===== config.mk =====
export PLATFORM = sky130hd
export DESIGN_NAME = pix_capture
export DESIGN_NICKNAME = d
export VERILOG_FILES = /design/src/rtl/pix_capture.sv
export SDC_FILE = /design/constraint.sdc
export NUM_CORES = 1
export LEC_CHECK = 0
export ABC_AREA = 1
export CAP_MARGIN = 20
export CORE_MARGIN = 1
export CORE_UTILIZATION = 45
export DETAILED_ROUTE_END_ITERATION = 16
export PLACE_DENSITY = 0.72
export SETUP_SLACK_MARGIN = 0.05
export SLEW_MARGIN = 5
export SYNTH_ARGS = -nofsm -noshare
export SYNTH_HDL_FRONTEND = slang
export SYNTH_SLANG_ARGS = --single-unit

===== constraint.sdc =====
create_clock -name clk_pix -period 1.6 [get_ports clk_pix]
set_input_delay 0.16 -clock clk_pix [delete_from_list [all_inputs] [get_ports clk_pix]]
set_output_delay 0.16 -clock clk_pix [all_outputs]
set_load 0.05 [all_outputs]

===== src/rtl/pix_capture.sv =====
// Sensor pixel capture: frame-aligned packing of pixels into FIFO words.
// Optional PIX_CAPTURE_TESTPAT_EN replaces pixel data with the in-line pixel index.
module pix_capture #(
    parameter int PIX_WIDTH    = 8,
    parameter int PIX_PER_WORD = 4,
    parameter int LINE_CNT_W   = 12,
    parameter int PIX_CNT_W    = 12
) (
    input  logic                              clk_pix,
    input  logic                              reset_n,
    input  logic                              pll_locked,
    input  logic                              capture_en,
    input  logic                              pix_fv,
    input  logic                              pix_lv,
    input  logic [PIX_WIDTH-1:0]              pix_data,
    input  logic                              fifo_full,
    output logic                              fifo_wr_en,
    output logic [PIX_WIDTH*PIX_PER_WORD-1:0] fifo_din,
    output logic                              busy,
    output logic                              frame_done,
    output logic                              overflow,
    output logic [LINE_CNT_W-1:0]             line_count,
    output logic [PIX_CNT_W-1:0]              pix_count
);

    localparam int W     = PIX_WIDTH * PIX_PER_WORD;
    localparam int IDX_W = (PIX_PER_WORD > 1) ? $clog2(PIX_PER_WORD) : 1;
    localparam logic [IDX_W-1:0] IDX_LAST = IDX_W'(PIX_PER_WORD - 1);

    typedef enum logic [2:0] {
        IDLE,
        WAIT_FV_LOW,
        WAIT_FV_HIGH,
        CAPTURE,
        FLUSH
    } state_t;

    state_t                 state;
    logic                   fv_r;
    logic                   lv_r;
    logic [PIX_WIDTH-1:0]   d_r;
    logic                   lk_meta;
    logic                   locked_s;
    logic [W-1:0]           pack;
    logic [W-1:0]           word_nxt;
    logic [W-1:0]           din_q;
    logic                   wr_q;
    logic [IDX_W-1:0]       idx;
    logic [PIX_CNT_W-1:0]   line_pix;
    logic                   act;
    logic                   act_q;

`ifdef PIX_CAPTURE_TESTPAT_EN
    logic [PIX_WIDTH-1:0]   tp_cnt;
    logic                   unused_pix;
    assign unused_pix = ^pix_data;

    // Register sensor strobes; data becomes the pixel index within the line.
    always_ff @(posedge clk_pix) begin
        if (!reset_n) begin
            fv_r   <= 1'b0;
            lv_r   <= 1'b0;
            d_r    <= '0;
            tp_cnt <= '0;
        end else begin
            fv_r <= pix_fv;
            lv_r <= pix_lv;
            d_r  <= tp_cnt;
            if (pix_fv & pix_lv) tp_cnt <= tp_cnt + PIX_WIDTH'(1);
            else                 tp_cnt <= '0;
        end
    end
`else
    // Register sensor strobes and pixel data once before any decision.
    always_ff @(posedge clk_pix) begin
        if (!reset_n) begin
            fv_r <= 1'b0;
            lv_r <= 1'b0;
            d_r  <= '0;
        end else begin
            fv_r <= pix_fv;
            lv_r <= pix_lv;
            d_r  <= pix_data;
        end
    end
`endif

    // Two-flop synchroniser for the MMCM lock indication.
    always_ff @(posedge clk_pix) begin
        if (!reset_n) begin
            lk_meta  <= 1'b0;
            locked_s <= 1'b0;
        end else begin
            lk_meta  <= pll_locked;
            locked_s <= lk_meta;
        end
    end

    // Current word with the registered pixel dropped into its slot.
    always_comb begin
        act      = fv_r & lv_r;
        word_nxt = pack;
        word_nxt[int'(idx)*PIX_WIDTH +: PIX_WIDTH] = d_r;
    end

    assign fifo_wr_en = wr_q & ~fifo_full;
    assign fifo_din   = din_q;

    // Capture FSM with packing, line accounting and overflow tracking.
    always_ff @(posedge clk_pix) begin
        if (!reset_n) begin
            state      <= IDLE;
            busy       <= 1'b0;
            frame_done <= 1'b0;
            overflow   <= 1'b0;
            line_count <= '0;
            pix_count  <= '0;
            wr_q       <= 1'b0;
            din_q      <= '0;
            pack       <= '0;
            idx        <= '0;
            line_pix   <= '0;
            act_q      <= 1'b0;
        end else begin
            frame_done <= 1'b0;
            wr_q       <= 1'b0;
            if (wr_q & fifo_full) overflow <= 1'b1;
            if (state != IDLE && !locked_s) begin
                state    <= IDLE;
                busy     <= 1'b0;
                pack     <= '0;
                idx      <= '0;
                line_pix <= '0;
                act_q    <= 1'b0;
            end else begin
                unique case (state)
                    IDLE: begin
                        if (capture_en && locked_s) begin
                            state      <= WAIT_FV_LOW;
                            busy       <= 1'b1;
                            overflow   <= 1'b0;
                            line_count <= '0;
                            pack       <= '0;
                            idx        <= '0;
                            line_pix   <= '0;
                            act_q      <= 1'b0;
                        end
                    end
                    WAIT_FV_LOW: begin
                        if (!fv_r) state <= WAIT_FV_HIGH;
                    end
                    WAIT_FV_HIGH: begin
                        if (fv_r) state <= CAPTURE;
                    end
                    CAPTURE: begin
                        act_q <= act;
                        if (act) begin
                            if (line_pix != '1)
                                line_pix <= line_pix + PIX_CNT_W'(1);
                            if (idx == IDX_LAST) begin
                                wr_q  <= 1'b1;
                                din_q <= word_nxt;
                                pack  <= '0;
                                idx   <= '0;
                            end else begin
                                pack <= word_nxt;
                                idx  <= idx + IDX_W'(1);
                            end
                        end else if (act_q) begin
                            if (idx != '0) begin
                                wr_q  <= 1'b1;
                                din_q <= pack;
                            end
                            pack      <= '0;
                            idx       <= '0;
                            line_pix  <= '0;
                            pix_count <= line_pix;
                            if (line_count != '1)
                                line_count <= line_count + LINE_CNT_W'(1);
                        end
                        if (!fv_r) begin
                            state      <= FLUSH;
                            frame_done <= 1'b1;
                        end
                    end
                    FLUSH: begin
                        state <= IDLE;
                        busy  <= 1'b0;
                        act_q <= 1'b0;
                    end
                    default: begin
                        state <= IDLE;
                        busy  <= 1'b0;
                    end
                endcase
            end
        end
    end

endmodule


[Yosys cells after proc, flatten, opt, wreduce, memory -nomap -nowiden]
Index checks and enable logic that the tools add are counted.
Operators by class
  add/sub/neg operators: 4
  eq/ne operators: 17
  shift-type cells: 2
  multiplexer cells: 42
  bitwise operators: 9
  reduce and logical (&&, ||, !) cells: 21
Operators with widths (number)
  $mux 32: 8
  $mux 12: 7
  $pmux 32 s2: 1
  $pmux 12 s2: 2
  $neg 5->33: 1
  $shift 8x33->32 const A: 1
  $shiftx 8x33->32: 1
  $bwmux 32: 1
  $add 12x1->12 const B: 2
  $ne 12x12->1 const B: 2
  $ne 2x2->1 const B: 7
  $mux 3: 4
  $pmux 3 s4: 1
  $reduce_and 4->1: 3
  $mux 1: 11
  $mux 2: 4
  $reduce_bool 2->1: 4
  $eq 3x2->1 const B: 2
  $ne 3x3->1 const B: 2
  $not 1->1: 6
  $reduce_and 6->1: 1
  $reduce_bool 3->1: 2
  $reduce_or 3->1: 2
  $reduce_and 5->1: 1
  15 further kinds: 19
Storage, ports and cells
  bits in registers: 122
  bits of input ports: 15
  output and inout bits: 60
  word-level logic and storage cells: 112

[Longest topological paths before layout]
  depth after elaboration: 6
  mapped depth: 12
  depth with buffers taken out: 11

[Worst setup path before layout]
OpenSTA, ideal clock, no wires.
  kind: register to register
  start: register line_count[0]
  end: register line_count[1]
  library setup time: 0.114 ns
  data arrival time: 1.859 ns
  data required time: 1.486 ns
  setup slack: -0.373 ns
  cell stages (with the launch flop): 9
  path buffers: 0
  period minus slack after synthesis: 1.973 ns
  path through: dfxtp_1 ha_1 nand2_1 nor2_1 nand4_1 nand3_1 nand2_1 nand2_1 nor2_1
Between the ends
  longest elaborated chain between the ends: 5
  elaborated cells between the ends (all ways): 8
  classes of those cells: 1 x add/sub; 2 x eq/ne; 4 x mux; 1 x reduce/logical
RTL lines
  from (decl): line 22  | output logic [LINE_CNT_W-1:0] line_count,
  from (signal assigned): line 179  | line_count <= line_count + LINE_CNT_W'(1);
  $add 12x1->12: line 179
  $mux 12: line 178  | if (line_count != '1)
  $mux 12: line 169  | end else if (act_q) begin
  $mux 12: line 157  | if (act) begin
  $pmux 12 s2: line 136  | unique case (state)
Parallel ways exist; a longest one is shown, timed or not. The select of a mux whose other input is x is not followed.
A chain may end at the register's enable or synchronous reset.

[Worst setup path in the final report]
  start: register state[0]
  end: register din_q[15] (netlist: fifo_din[15])
Between the ends
  longest elaborated chain between the ends: 4
  elaborated cells between the ends (all ways): 5
  classes of those cells: 1 x eq/ne; 1 x bitwise; 3 x reduce/logical
RTL lines
  from (decl): line 38  | state_t state;
  from (signal assigned): line 112  | state <= IDLE;
  from (signal assigned): line 129  | state <= IDLE;
  from (signal assigned): line 139  | state <= WAIT_FV_LOW;
  $reduce_bool 3->1: line 128  | if (state != IDLE && !locked_s) begin
  $logic_and 1x1->1: line 128
  $not 1->1 (no line)
  $reduce_and 5->1 (no line) (*)
  to (signal assigned): line 162  | din_q <= word_nxt;
  to (signal assigned): line 172  | din_q <= pack;
  to (decl): line 46  | logic [W-1:0] din_q;
Mark *: on every way between the ends. The rest lies on a longest branch, timed or not.

==> flow_summary_export.csv <==
group,metric,value,unit
status,outcome,"complete, but fails checks",
status,violations,"setup timing",
worst_hold_path,hp-class,"in -> reg",
route,drc,0,
placed_design,port_buffers,74,
setup_path,cp_data_required_time,1950,ps
power,ir_drop,0.7377,mV
global_route,grt_pass1_vias,5787,
setup_path,startpoint_type,"flip-flop",
clock_tree,clock_path_buffers,2,
placed_design,placed_cells_incl_taps,1195,
floorplanning,core.rowCount,41,
floorplanning,coreArea,12770,sq um
floorplanning,die_area,13710,sq um
sta,maxSlewViolCount,0,
clock_tree,cts-buffers-inserted,17,
global_route,overflow,0,
yosys,synth_commonest_cells,"nand2_1, nor2_1, dfxtp_1",
floorplanning,die_h,117.1,um
placed_design,dpl_worst_slack,-132.2,ps
sta,setup_viol,34,
route,via_count,6514,
cells_and_area,stdcell_count,1246,
route,post_drt_via_cell_ratio,5.228,
yosys,synth_edf_count,0,
cells_and_area,fin_util,67.78,%
yosys,synth_area_leaders,"dfxtp_1, nand2_1, nor2_1",
cells_and_area,diodes,0,
setup_path,endpoint_kind,"flip-flop",
yosys,syn_area_per_cell,6.550,sq um
yosys,synth_most_common_cell,"nand2_1",
setup_path,path_max_fanout,13,
cells_and_area,syn2layout_area_growth,45.26,%
route,firstDrtPassIters,6,
route,drt_iter0_drc,472,
yosys,synth.top_cell.area_share,40.97,%
placed_design,place_congestion,0.8861,
sta,fin_crit,1683,ps
sta,worst_slack,-82.80,ps
clock_tree,clock_sinks,122,
yosys,netlist_area,5961,sq um
route,wirelength,18.24,mm
yosys,ys_seq_area_share,40.97,%
floorplanning,ioPinCount,75,
route,avgRoutedWirePerCell,14.64,um
power,power_leakage,3.425,nW
clock_tree,htree_num_levels,4,
setup_path,critical_path_class,"reg -> reg",
clock_tree,cts_root_buf,"clkbuf_16",
sta,finalHoldViolCount,0,
yosys,yosys_register_bits,122,
floorplanning,initial_utilization,46.66,%
power,p_total,8.172,mW
global_route,antenna_found_initial,0,
yosys,synth-main-ff-cell,"dfxtp_1",
placed_design,hpwl,10.58,mm
job,drv_cap,0,
sta,maxSlewHeadroom,69.22,%
setup_path,arrival,2040,ps
cells_and_area,drive_above_1_share,30.07,%
global_route,track_usage,25.55,%
global_route,grt_max_degree,44,
sta,fmax,0.5942,GHz
cells_and_area,final_nets,1084,
sta,clock_skew,10.56,ps
sta,grt_setup_unrepaired,"true",
sta,post-route-period-util,105.2,%
yosys,synthArstFlopShare,0,%
yosys,synth_top_cell_by_area,"dfxtp_1",
clock_tree,path_clk_slew,50,ps
yosys,synth_cells,910,
floorplanning,die-width,117.1,um
sta,worstMarginPinSlew,461.7,ps
global_route,grt_first_pass_wirelength,27.12,mm
clock_tree,clk-insertion-delay-late,420,ps
clock_tree,hold_buffers,0,
yosys,synth_nets,933,
yosys,yosys_warnings,0,
clock_tree,cts_tree,"yes",
route,postRouteAntennaNets,0,
power,power_per_cell_area,943.8,nW/um^2
yosys,synth_cell_types,28,
-- per-stage QoR --
stage	TNS, ps	hold WS, ps	cell area [sq um]
after floorplan	0	257.6	6040
after global placement	-2093	400.4	7350
after detailed placement	-4134	402.3	7350
after CTS	0	193.0	8159
after global routing	-5855	243.7	8658
final	-1707	229.7	8658
-- metal layers --
| metal | share of wire (%) | vias up | GRT usage (%) |
|---|---|---|---|
| met5 | 0 | - | 0 |
| met4 | 2.9 | 0 | 10.04 |
| met3 | 5.7 | 43 | 5.201 |
| met2 | 48 | 206 | 42.05 |
| met1 | 43 | 3040 | 32.90 |
| li1 | - | 3225 | - |
-- area by class of cell --
type                    instances  area [sq um]
clock buffers                  26         500.5
multi-input cells             639          3457
well taps                     172         215.2
repair buffers                170          1534
flip-flops and latches        122          2482
clock inverters                 6         37.54
inverters                     111         431.7
fillers                      1035          4115
-- state kept, by name (all words and copies together), names as in the netlist, 2 cells and up --
register / cells
d_r: 8
fifo_din: 32
idx: 2
line_count: 12
line_pix: 12
pack: 32
pix_count: 12
state: 3
-- report_power, final --
group	leakage, nW	total [mW]	switching, mW	internal (mW)
combinational	2.17	1.47	0.887	0.587
sequential	0.998	3.21	0.0918	3.12
clock	0.255	3.49	1.34	2.14
total	3.43	8.17	2.32	5.85
-- logic make-up after synthesis --
kind of cell               Yosys count  synth area share [%]
AOI/OAI and AO/OA                  167                 14.67
adders and majority gates            8                 1.679
and+or+nand+nor                    463                 32.91
DFF                                122                 40.97
buffers and inverters              150                 9.761
-- worst max-delay path, stage by stage (launching register included) --
cell	delay [ps]
dfxtp_4	390
nand2_4	60
nor2_4	220
o21ai_4	110
nor3_4	220
buf_6	140
buf_6	120
buf_16	150
nand2_1	80
a21oi_2	120
-- cells in the final DEF (no fill, tap or decap), types with 4 or more instances in the layout --
cell type          n
clkbuf_1           6
a21oi_2           15
o21ai_0           28
dfxtp_2           14
or2_2              7
buf_12             7
nand4_1           19
ha_4               5
o22ai_4            4
a21oi_1           66
nor2_1           111
o22ai_2            7
dfxtp_1          102
buf_6             12
o21ai_1           30
nand3b_1          12
dfxtp_4            6
nand2_2           16
clkbuf_16         20
nor2_2            14
nor2_4             8
o21a_1             4
nand3_4            4
inv_2              8
nor3_1             7
o21ai_2            6
clkdlybuf4s50_1   13
buf_4            132
inv_4              4
nand2_1          220
nand3_2            8
inv_1             97
nand3_1           29
-- path summary, 6_finish.rpt --
kind	slack (ps)	end	startpoint	depth (start not counted)
worst max-delay path	-80	fifo_din[15]$_SDFFE_PN0P_	state[0]$_SDFFE_PP0P_	9
worst min register to register	420	locked_s$_SDFF_PN0_	lk_meta$_SDFF_PN0_	2
worst max register to register	-80	fifo_din[15]$_SDFFE_PN0P_	state[0]$_SDFFE_PP0P_	9
worst min-delay path	230	line_count[3]$_SDFFE_PN0P_	reset_n	4
-- repair_timing --
| action | in CTS | in global routing |
|---|---|---|
| buffers inserted | 6 | 6 |
| pin swaps | 5 | 28 |
| gates cloned | 3 | 4 |
| endpoints found under the setup margin | 80 | 98 |
| gates resized for setup | 61 | 109 |
(Power assumes the default switching activity.)
==> RTL edit: new RTL, same flow settings <==
Set the parameter `PIX_WIDTH` to 7 (it was 8).
--- a/src/rtl/pix_capture.sv
+++ b/src/rtl/pix_capture.sv
@@ -3,3 +3,3 @@
 module pix_capture #(
-    parameter int PIX_WIDTH    = 8,
+    parameter int PIX_WIDTH    = 7,
     parameter int PIX_PER_WORD = 4,
Interface: changed (resized fifo_din and pix_data); port bits go from 75 to 70. The function was not compared with the original's and may differ.
==> RTL edit against the original RTL <==
The flow finishes with violations (design-rule violations); global-route usage fell by 2.4 points; design area fell by 9.4%; count of clock-buffer cells in the layout fell by 1; routed wire length fell by 14%; first-iteration DRC count fell by 17%; setup slack improved by 130 ps; total power fell by 3.8%; clock power rose by 2%; die area fell by 9.7%; sequential share of layout area rose by 0.61 points; area after synthesis fell by 9.9%; sequential cell count fell by 9; critical endpoint is now pack[5]$_SDFFE_PP0P_; largest power group unchanged.
==> RTL edit: results <==
[finish]
layout.nets = 946
seq_area_um2 = 2300
drive_above_1_share_pct = 31.2
fill_cells = 965

[synth]
synth.distinct_cells = 30
syn_inst = 806
synth.top_cells.by_area = "dfxtp_1 (42%), nand2_1 (18%), a21oi_1 (7.8%), inv_1 (6.1%), o21ai_0 (4.4%)"
async_flop_share_pct = 0
synth_nets = 828
seq_area_frac_synth_pct = 42.1

[clock_tree]
clk_latency_ps = 420
htree_levels = 4

[setup_path]
critical_path_arrival_ps = 1910
cp_max_fo = 14
r2r-end = "pack[5]$_SDFFE_PP0P_"
r2r_start = "state[1]$_SDFFE_PP0P_"
rr_worst_depth = 10
r2r_slack_ps = 50

[grt]
grt_max_degree = 31
track_usage_pct = 23.1
first_global_vias = 4877
grt_pass1_wl_um = 22800

[hold_path]
hold_path_depth = 3
hold_path_end = "d_r[0]$_SDFF_PN0_"
min_from = "pix_data[0]"

[pwr]
power_switching_share_pct = 28.1
ir_worst_vdd_mv = 0.618
p_leak_nw = 3.03

[placement]
pre_cts_slack_ps = -127
gp_congestion = 0.931
port_buffers = 69
dp_cells = 1032
dp_hpwl_um = 9450

[detailed_routing]
drtPass1Iterations = 11
drt_iter0_drc = 392
viasPerCell = 5.30
drc_errors = 2
num_vias = 5715

[sta]
worst_slew_pin_slew_ps = 388
hold_ws_ps = 265

[outcome]
violations = "design-rule violations"
outcome = "complete, but fails checks"
## RTL edit: power by group through the flow
stage               sequential, mW  combinational (mW)  clock (mW)
CTS                           2.97                1.02        3.61
detailed placement            3.02                1.00           0
global placement              3.02               0.995           0
floorplan                     3.08               0.572           0
global route                  3.00                1.37        3.76
finish                        3.00                1.29        3.57
## RTL edit: layout make-up
cell class,instances,area share (%)
clock inverter,5,0.670
timing repair buffer,136,15.8
inverter,92,4.69
sequential,113,29.3
multi-input combinational,564,40.8
tap,143,2.28
clock buffer,25,6.45
## RTL edit: critical path, delay by kind of cell (launching register included)
| kind | cells | cell delay, ps |
|---|---|---|
| simple gates | 5 | 520 |
| buf+inv | 4 | 450 |
| flops | 1 | 380 |
| compound gates | 1 | 130 |
## RTL edit: routing by layer
metal	GRT usage, %	wire length, µm
met4	10.7	332
met1	29.2	6760
met3	6.23	929
met5	0	0
met2	36.7	7630
## RTL edit: worst max path at each step
| stage | start | to | slack [ps] | depth (start not counted) |
|---|---|---|---|---|
| after floorplan | idx[0]$_SDFFE_PP0P_ | fifo_din[10]$_SDFFE_PN0P_ | 40 | 11 |
| final | state[1]$_SDFFE_PP0P_ | pack[5]$_SDFFE_PP0P_ | 50 | 10 |
| after CTS | line_pix[0]$_SDFFE_PP0P_ | line_pix[9]$_SDFFE_PP0P_ | 20 | 10 |
| after global routing | state[0]$_SDFFE_PP0P_ | fifo_din[6]$_SDFFE_PN0P_ | -50 | 10 |
| after global placement | capture_en | line_count[5]$_SDFFE_PN0P_ | -30 | 8 |
| after detailed placement | capture_en | line_pix[9]$_SDFFE_PP0P_ | -130 | 10 |
## RTL edit: logic make-up after synthesis
group,Yosys count,synth area share [%]
buf+inv,131,9.90
compound gates,173,17.2
flops,113,42.1
fa+ha+maj,8,1.86
xor+xnor,1,0.163
simple gates,380,28.7
## RTL edit: repair_timing
action / CTS / global route
pin swaps: 1 / 27
gates cloned: 0 / 5
setup buffers: 2 / 9
gates resized for setup: 11 / 138
endpoints found under the setup margin: 43 / 91
